<file path="config.mk">
export PLATFORM = sky130hd
export DESIGN_NAME = branch_history_table
export DESIGN_NICKNAME = d
export VERILOG_FILES = /design/src/rtl/branch_history_table.sv
export SDC_FILE = /design/constraint.sdc
export NUM_CORES = 1
export LEC_CHECK = 0
export ABC_AREA = 1
export CELL_PAD_IN_SITES_DETAIL_PLACEMENT = 1
export CELL_PAD_IN_SITES_GLOBAL_PLACEMENT = 1
export CORE_UTILIZATION = 37
export CTS_CLUSTER_SIZE = 40
export DETAILED_ROUTE_END_ITERATION = 7
export GPL_TIMING_DRIVEN = 0
export PLACE_DENSITY_LB_ADDON = 0.25
export REMOVE_ABC_BUFFERS = 1
export SKIP_LAST_GASP = 1
export SYNTH_ARGS = -nofsm -noshare
export SYNTH_HDL_FRONTEND = slang
export SYNTH_SLANG_ARGS = --single-unit
</file>
<file path="constraint.sdc">
create_clock -name clk -period 6.4 [get_ports clk]
set_input_delay 1.28 -clock clk [delete_from_list [all_inputs] [get_ports clk]]
set_output_delay 1.28 -clock clk [all_outputs]
set_load 0.01 [all_outputs]
</file>
<file path="src/rtl/branch_history_table.sv">
// Bimodal branch predictor: a flop-based table of 2-bit saturating counters
// indexed by PC[INDEX_BITS+1:2]. The fetch side reads a prediction with zero
// latency; the EX side returns the resolved outcome together with the
// prediction bit that travelled down the pipeline, which trains the table,
// raises a mispredict flush request and feeds two saturating statistics
// counters.
module branch_history_table #(
    parameter int         INDEX_BITS = 6,
    parameter logic [1:0] CTR_INIT   = 2'b01
) (
    input  logic        clk,
    input  logic        rst,
    input  logic [31:0] pc_if_i,
    input  logic        is_B_type_if_i,
    output logic        B_type_prediction_result_o,
    input  logic        update_valid_ex_i,
    input  logic [31:0] update_pc_ex_i,
    input  logic        update_taken_ex_i,
    input  logic        update_prediction_ex_i,
    input  logic        PL_stall,
    output logic        mispredict_ex_o,
    output logic [31:0] branch_cnt_o,
    output logic [31:0] mispredict_cnt_o
);

    localparam int DEPTH = 2 ** INDEX_BITS;

    logic [1:0]            ctr [DEPTH];
    logic [INDEX_BITS-1:0] rd_idx;
    logic [INDEX_BITS-1:0] wr_idx;
    logic                  upd;
    logic                  mispredicted;
    logic [31:0]           branch_cnt_q;
    logic [31:0]           mispredict_cnt_q;
    logic                  unused_pc_bits;

    assign rd_idx = pc_if_i[INDEX_BITS+1:2];
    assign wr_idx = update_pc_ex_i[INDEX_BITS+1:2];

    // Byte-offset and upper PC bits never select a table entry.
    assign unused_pc_bits = ^{pc_if_i[31:INDEX_BITS+2], pc_if_i[1:0],
                              update_pc_ex_i[31:INDEX_BITS+2], update_pc_ex_i[1:0]};

    // A branch held in EX by a stall trains only on the cycle it is released.
    assign upd          = update_valid_ex_i & ~PL_stall & ~rst;
    assign mispredicted = update_taken_ex_i ^ update_prediction_ex_i;

    // Prediction reads the pre-update counter; a same-cycle write is not bypassed.
    always_comb begin
        B_type_prediction_result_o = is_B_type_if_i & ctr[rd_idx][1];
    end

    // Flush request uses the carried prediction bit, not the current table.
    always_comb begin
        mispredict_ex_o = update_valid_ex_i & ~PL_stall & mispredicted;
    end

    // Counter table: bulk reset to CTR_INIT, saturating train on each update.
    always_ff @(posedge clk) begin
        if (rst) begin
            for (int i = 0; i < DEPTH; i++) begin
                ctr[i] <= CTR_INIT;
            end
        end else if (upd) begin
            if (update_taken_ex_i) begin
                if (ctr[wr_idx] != 2'b11) begin
                    ctr[wr_idx] <= ctr[wr_idx] + 2'd1;
                end
            end else begin
                if (ctr[wr_idx] != 2'b00) begin
                    ctr[wr_idx] <= ctr[wr_idx] - 2'd1;
                end
            end
        end
    end

    // Resolved-branch and mispredict statistics, both saturating at all-ones.
    always_ff @(posedge clk) begin
        if (rst) begin
            branch_cnt_q     <= '0;
            mispredict_cnt_q <= '0;
        end else if (upd) begin
            if (branch_cnt_q != 32'hFFFF_FFFF) begin
                branch_cnt_q <= branch_cnt_q + 32'd1;
            end
            if (mispredicted && (mispredict_cnt_q != 32'hFFFF_FFFF)) begin
                mispredict_cnt_q <= mispredict_cnt_q + 32'd1;
            end
        end
    end

    assign branch_cnt_o     = branch_cnt_q;
    assign mispredict_cnt_o = mispredict_cnt_q;

endmodule

</file>
==> results by group, run 1 <==
Run status
  – Status: finished, final reports clean

Placed design
  – Placed cell area: 11900 um2
  – HPWL Detailed: 22600 um
  – Dpl cells: 1928
  – Port-buffer cells: 84
  – Gp weighted congestion: 0.818

Die
  – Placement Rows: 62
  – Die width: 174 um
  – Die Area: 30200 um2
  – Initial cell density of the core: 37.8%
  – Core Footprint: 28900 um2
  – Die Ht: 174 um
  – IO Count: 137

Final layout
  – Final Cell Area: 12500 um2
  – Share of cells above drive strength 1: 2.92%
  – Non-filler cells, final: 1961
  – Filler instances: 3646
  – Nets@finish: 1637
  – N_diodes: 0
  – Layout area overhead: 14.8%

Drt
  – Total Wirelength: 35000 um
  – Drc violations: 0
  – Avg WL per Cell: 17.9 um
  – DR vias: 10400
  – Antenna Nets Post-Route: 0
  – First drt pass iteration count: 5
  – First-iteration detailed-routing DRC count: 482
  – Vias per Instance: 5.32

Synthesis
  – Post-synthesis compound-gate area fraction: 8.50%
  – Mapped Cells: 1534
  – Netlist cell types: 35
  – Async set-or-reset flop fraction in the synthesized netlist: 0%
  – Yosys reg bits: 192
  – Post-synthesis mux area share: 0%
  – Syn avg cell area: 7.11 um2
  – Simple-gate share of the synthesized area: 36.0%
  – Top post-synthesis cells by area: edfxtp_1 (35%), nand2_1 (19%), dfxtp_1 (12%)
  – Yosys top cell area share: 35.2%
  – Syn. warnings: 0
  – Cell area after synthesis: 10900 um2
  – Synth Area in Adders: 0.229%
  – XOR/XNOR Fraction of Synth Area: 0.803%
  – Number of flops mapped to enable cells by yosys: 128
  – Sequential-to-total area share from yosys stat: 47.0%
  – Largest family of logic cells by synthesized area: simple AND/OR/NAND/NOR gates
  – Top_reg_cell synth: edfxtp_1
  – Most area-hungry cell type in the Yosys netlist: edfxtp_1

STA
  – Final period util: 97.2%
  – Max Clock Freq: 161 MHz
  – Final Hold Vio Count: 0
  – Clk_skew: 0.0177 ns
  – Relative slew margins: 18.2%
  – Endpoints failing setup: 0
  – Final slew viol count: 0
  – RSZ-0062 raised after global routing: no
  – Fin crit period: 6.22 ns
  – Worst-Margin Slew: 1.22 ns

Global route
  – Global-route wire length before repair: 56200 um
  – Largest net degree at the start of global routing: 95
  – Total grt overflow: 0
  – Gr usage total: 23.8%
  – Initial antenna violation count: 0
  – Vias in the first global route: 10900

CTS
  – CTS H-Tree Depth: 4
  – Root buf cell: clkbuf_16
  – Clock transition at path regs: 0.08 ns
  – Num CTS Buffers: 17
  – Max Root-Sink Buffers: 2
  – PostCTS Resize Cnt: 4
  – Clock Sinks: 192
  – CTS tree: done
  – Post-CTS Setup Inserts: 0
  – # hold bufs at CTS: 0
  – Clk Latency, worst-skew pair: 0.45 ns

Job
  – MaxCap Viol Count: 0

Setup path
  – Crit Path Max Fanout: 17
  – WP data required: 5.12 ns
  – Setup crit end kind: primary output
  – Crit Path Class: primary input to primary output
  – Critical Path Source Type: primary input
  – CP arrival: 4.94 ns

Pwr
  – PwrDens: 221 nW/um2
  – Peak VDD IR: 171 uV
  – Leak: 4.63 nW

Min path
  – Worst hold path type: flip-flop to flip-flop
state kept, by name (all words and copies together), names as in the netlist:
| name | count |
|---|---|
| branch_cnt_o | 32 |
| ctr | 128 |
| mispredict_cnt_o | 32 |
where the power goes:
| group | switching (mW) | leakage (nW) | internal (mW) |
|---|---|---|---|
| sequential | 0.00964 | 1.63 | 1.34 |
| combinational | 0.251 | 2.70 | 0.0770 |
| clock | 0.503 | 0.298 | 0.593 |
per-stage QoR:
| step | hold WS (ns) | utilization, % | setup WS [ns] | total power, mW | setup TNS [ns] |
|---|---|---|---|---|---|
| 3_5_place_dp | 0.468 | 41.3 | -0.482 | 1.70 | -0.482 |
| 6_report | 0.475 | 43.4 | 0.180 | 2.77 | 0 |
| 3_3_place_gp | 0.457 | 41.0 | -5.88 | 1.69 | -1469.29 |
| 2_1_floorplan | 0.486 | - | 0.363 | 1.55 | 0 |
| 4_1_cts | 0.478 | 43.4 | 0.238 | 2.80 | 0 |
| 5_1_grt | 0.521 | 43.4 | 0.0116 | 2.86 | 0 |
metal layers:
layer	vias up	global-route usage (%)	part of all wire, %
met4	0	8.30	2.1
met5	-	0	0
met1	5061	28.7	43
met2	247	42.8	50
li1	5072	-	-
met3	49	3.68	4.8
Yosys cell counts, types with 4 or more instances:
master / count
nand2_1: 561
nor2_1: 218
edfxtp_1: 128
inv_1: 110
nand3_1: 108
o21ai_0: 72
a21oi_1: 71
dfxtp_1: 64
nor3_1: 43
clkbuf_1: 35
buf_2: 21
nand4_1: 14
buf_4: 9
nor4_1: 9
buf_6: 6
o221ai_1: 6
a31oi_1: 5
buf_1: 5
nor3b_1: 5
o21a_1: 5
o21ai_1: 5
xnor2_1: 5
xor2_1: 5
nand3b_1: 4
final cells by class:
cell class,count,area (um2),area share [%]
flip-flops and latches,192,5120,40.9
repair buffers,87,910,7.26
well taps,384,480,3.84
inverters,112,427,3.41
clock inverters,11,115,0.919
multi-input cells,1153,4990,39.9
repair inverters,1,5.00,0.0400
clock buffers,21,470,3.76
cell families (layout without fill, tap and decap cells):
| kind of cell | Yosys count | after routing |
|---|---|---|
| adder cells (fa/ha/maj) | 2 | 2 |
| buffers and inverters | 189 | 232 |
| flip-flops | 192 | 192 |
| AND/OR/NAND/NOR | 968 | 968 |
| XOR/XNOR | 10 | 10 |
| AO/OA/AOI/OAI | 173 | 173 |
critical path: stages:
cell,delay [ns]
clkdlybuf4s50_1,1.13
inv_1,0.65
o21ai_0,0.23
a21oi_1,0.06
o21ai_0,0.23
nand2_1,0.07
o21ai_0,0.40
nand3b_1,0.14
a21boi_0,0.18
clkdlybuf4s50_1,0.55
path summary, 6_finish.rpt:
check                                     startpoint                    endpoint  slack [ns]  cells after the start
worst min-delay path            mispredict_cnt_o[28]        mispredict_cnt_o[28]        0.47                      2
worst max register to register            ctr[53][0]                   ctr[8][0]        2.90                     16
worst max-delay path                      pc_if_i[3]  B_type_prediction_result_o        0.18                     10
worst min register to register  mispredict_cnt_o[28]        mispredict_cnt_o[28]        0.47                      2
cell usage in the layout, fill, tap and decap left out, types with 9 or more instances in the layout:
cell type,n
edfxtp_1,128
dfxtp_1,64
o21ai_0,72
nand4_1,14
inv_1,108
nor4_1,9
nand3_1,108
nor2_1,218
a21oi_1,71
nand2_1,559
clkdlybuf4s50_1,81
clkbuf_16,17
nor3_1,43
No activity file was read; power rests on OpenSTA's default activity.
==> run 2, diff against run 1 <==
--- a/config.mk
+++ b/config.mk
@@ -12,6 +12,7 @@
 export CTS_CLUSTER_SIZE = 40
 export DETAILED_ROUTE_END_ITERATION = 7
 export GPL_TIMING_DRIVEN = 0
+export MAX_ROUTING_LAYER = met4
 export PLACE_DENSITY_LB_ADDON = 0.25
 export REMOVE_ABC_BUFFERS = 1
 export SKIP_LAST_GASP = 1
==> run 2 against run 1 <==
  * Fmax fell by 0.31%
  * Global-route usage increased by 0.74 points
  * Critical path depth did not move
  * Worst hold slack about the same
  * Core utilization is the same
  * Clock skew fell by 0.0019 ns
  * Via count about the same
  * Design area did not move
  * Flip-flop and latch count unchanged
  * Wire length is essentially flat
  * Largest cell class unchanged
  * Largest power group unchanged
  * Highest routed layer unchanged
==> results by group, run 2 (synthesis results as in run 1) <==
Final layout
  – Commonest non-fill, non-tap cell in the layout: nand2_1
  – Layout area overhead: 14.8% (unchanged)
  – Largest register FFs: 128 (unchanged)
  – N_diodes: 0 (unchanged)
  – Largest Register: ctr
  – Nets@finish: 1637 (unchanged)
  – Share of cells above drive strength 1: 2.92% (unchanged)
  – Commonest cells after routing, fill and taps aside: nand2_1 (559), nor2_1 (218), edfxtp_1 (128), inv_1 (108), nand3_1 (108)

Setup path
  – Setup crit end kind: primary output
  – Critical path's largest stage delay: 1.13 ns (about the same)
  – CP Buf/Inv Count: 3 (unchanged)
  – Most common cell on crit path: o21ai_0
  – Critical Path Source Type: primary input
  – R2R Setup Slk: 2.89 ns (about the same)
  – Crit Path Class: primary input to primary output
  – Crit Path Max Fanout: 17 (unchanged)
  – Critical-path top delay cell: clkdlybuf4s50_1
  – Number of cells on the critical path: 10 (unchanged)
  – Top delay family on crit path: buffers and inverters
  – Crit path cell chain: clkdlybuf4s50_1, inv_1, o21ai_0, a21oi_1, o21ai_0, nand2_1, o21ai_0, nand3b_1, a21boi_0, clkdlybuf4s50_1
  – Reg2reg start: ctr[53][0]
  – CP arrival: 4.96 ns (+0.02 ns)
  – Capturing point of the worst reg2reg path: ctr[8][0]
  – R2R depth: 16 (unchanged)
  – WP data required: 5.12 ns (about the same)

Pwr
  – P_sw: 765 uW (+0.23%)
  – Reg power frac: 48.6% (about the same)
  – Leak: 4.63 nW (unchanged)
  – PwrDens: 221 nW/um2 (about the same)
  – Clock power frac: 39.6% (about the same)
  – Peak VDD IR: 170 uV (-0.34%)
  – Switching Fraction: 27.6% (+0.045 points)
  – Combinational power share: 11.8% (about the same)
  – Cell Int Power: 2.00 mW (about the same)

Global route
  – Initial antenna violation count: 0 (unchanged)
  – Largest net degree at the start of global routing: 95 (unchanged)
  – Vias in the first global route: 10900 (-0.10%)
  – Total grt overflow: 0 (unchanged)
  – Global-route wire length before repair: 56200 um (about the same)
  – Gr usage total: 24.5% (+0.74 points)

Drt
  – Vias per Instance: 5.32 (about the same)
  – DR vias: 10400 (+0.019%)
  – First-iteration detailed-routing DRC count: 452 (-6.2%)
  – Total Wirelength: 35000 um (about the same)
  – Avg WL per Cell: 17.8 um (about the same)
  – Drc violations: 0 (unchanged)
  – First drt pass iteration count: 5 (unchanged)
  – Antenna Nets Post-Route: 0 (unchanged)

Die
  – Core Footprint: 28900 um2 (unchanged)
  – Placement Rows: 62 (unchanged)
  – Die Area: 30200 um2 (unchanged)
  – Die width: 174 um (unchanged)
  – IO Count: 137 (unchanged)
  – Die Ht: 174 um (unchanged)
  – Initial cell density of the core: 37.8% (unchanged)

CTS
  – Clk Latency, worst-skew pair: 0.45 ns (about the same)
  – Root buf cell: clkbuf_16
  – Clock transition at path regs: 0.08 ns (about the same)
  – Clock Sinks: 192 (unchanged)
  – Max Root-Sink Buffers: 2 (unchanged)
  – CTS H-Tree Depth: 4 (unchanged)
  – CTS tree: done
  – Num CTS Buffers: 17 (unchanged)

Job
  – MaxCap Viol Count: 0 (unchanged)

STA
  – Endpoints failing setup: 0 (unchanged)
  – Setup TNS Final: 0 ns (unchanged)
  – Clk_skew: 0.0158 ns (-0.00187 ns)
  – Fin crit period: 6.24 ns (+0.0196 ns)
  – Final slew viol count: 0 (unchanged)
  – Worst-Margin Slew: 1.22 ns (-0.000167 ns)
  – Setup ws final: 0.160 ns (-0.0196 ns)
  – RSZ-0062 raised after global routing: no
  – WHS: 0.475 ns (-0.000236 ns)
  – Relative slew margins: 18.2% (about the same)
  – Max Clock Freq: 160 MHz (-0.31%)
  – Final period util: 97.5% (+0.31 points)
  – Final Hold Vio Count: 0 (unchanged)

Placed design
  – Port-buffer cells: 84 (unchanged)
  – Gp weighted congestion: 0.830 (+1.5%)
  – Pre-CTS setup slack: -0.482 ns (unchanged)
  – HPWL Detailed: 22600 um (unchanged)

Min path
  – Hold endpoint: mispredict_cnt_o[28]
  – Cells on Worst Hold Path: 2 (unchanged)
  – Hold Path Origin: mispredict_cnt_o[28]
  – Worst hold path type: flip-flop to flip-flop

Run status
  – Status: finished, final reports clean
-- run 2: cell counts in the layout (fill, tap and decap cells not counted) --
No cell type changed its count.
-- run 2: layer usage --
layer,up-vias,GRT usage [%],part of all wire (%)
li1,5069,-,-
met1,5053,28.8,43
met2,260,42.8,50
met3,49,3.42,4.8
met4,0,8.52,2.0
met5,-,-,0
-- run 2: worst max-delay path by stage --
stage | startpoint | endpoint
floorplan | update_pc_ex_i[2] | ctr[0][0]
global placement | update_pc_ex_i[2] | ctr[9][1]
detailed placement | pc_if_i[2] | B_type_prediction_result_o
CTS | pc_if_i[3] | B_type_prediction_result_o
global route | pc_if_i[3] | B_type_prediction_result_o
finish | pc_if_i[3] | B_type_prediction_result_o
-- run 2: stage by stage --
stage / utilization [%] / cell area, um2 / std cells / power (mW)
after floorplan: - / 10500 / 1457 / 1.55
after global placement: 41.0 / 11800 / 1925 / 1.69
after detailed placement: 41.3 / 11900 / 1928 / 1.70
after CTS: 43.4 / 12500 / 1961 / 2.80
after global routing: 43.4 / 12500 / 1961 / 2.87
final: 43.4 / 12500 / 1961 / 2.77
-- run 2: worst register-to-register path, cell delays in order (launching register included) --
cell      delay, ns
edfxtp_1       0.38
nand2_1        0.07
nand2_1        0.06
nand2_1        0.06
nand2_1        0.08
nand2_1        0.07
nand2_1        0.14
nand2_1        0.11
nand2_1        0.06
nor2_1         0.21
nand2_4        0.52
nand2_1        0.32
nand2_1        0.12
nand2_4        0.33
buf_16         0.37
nand2_1        0.21
nand2_1        0.12
-- run 2: timing repair --
action	CTS	global route
hold buffers	0	0
endpoints found under the setup margin	1	0
resized for setup	4	0
hold endpoints to repair	0	0
buffers inserted	0	0
-- run 2: power groups by stage --
stage | Clock [mW] | Combinational, mW | Sequential, mW
after floorplan | 0 | 0.175 | 1.37
after global placement | 0 | 0.313 | 1.37
after detailed placement | 0 | 0.326 | 1.37
after CTS | 1.12 | 0.328 | 1.35
after global routing | 1.16 | 0.360 | 1.35
final | 1.10 | 0.328 | 1.34
-- run 2: final cells by class --
cell class	count	area, um2
repair inverters	1	5.00
repair buffers	87	910
clock buffers	21	470
inverters	112	427
flip-flops and latches	192	5120
well taps	384	480
fillers	3646	16300
multi-input cells	1153	4990
clock inverters	11	115
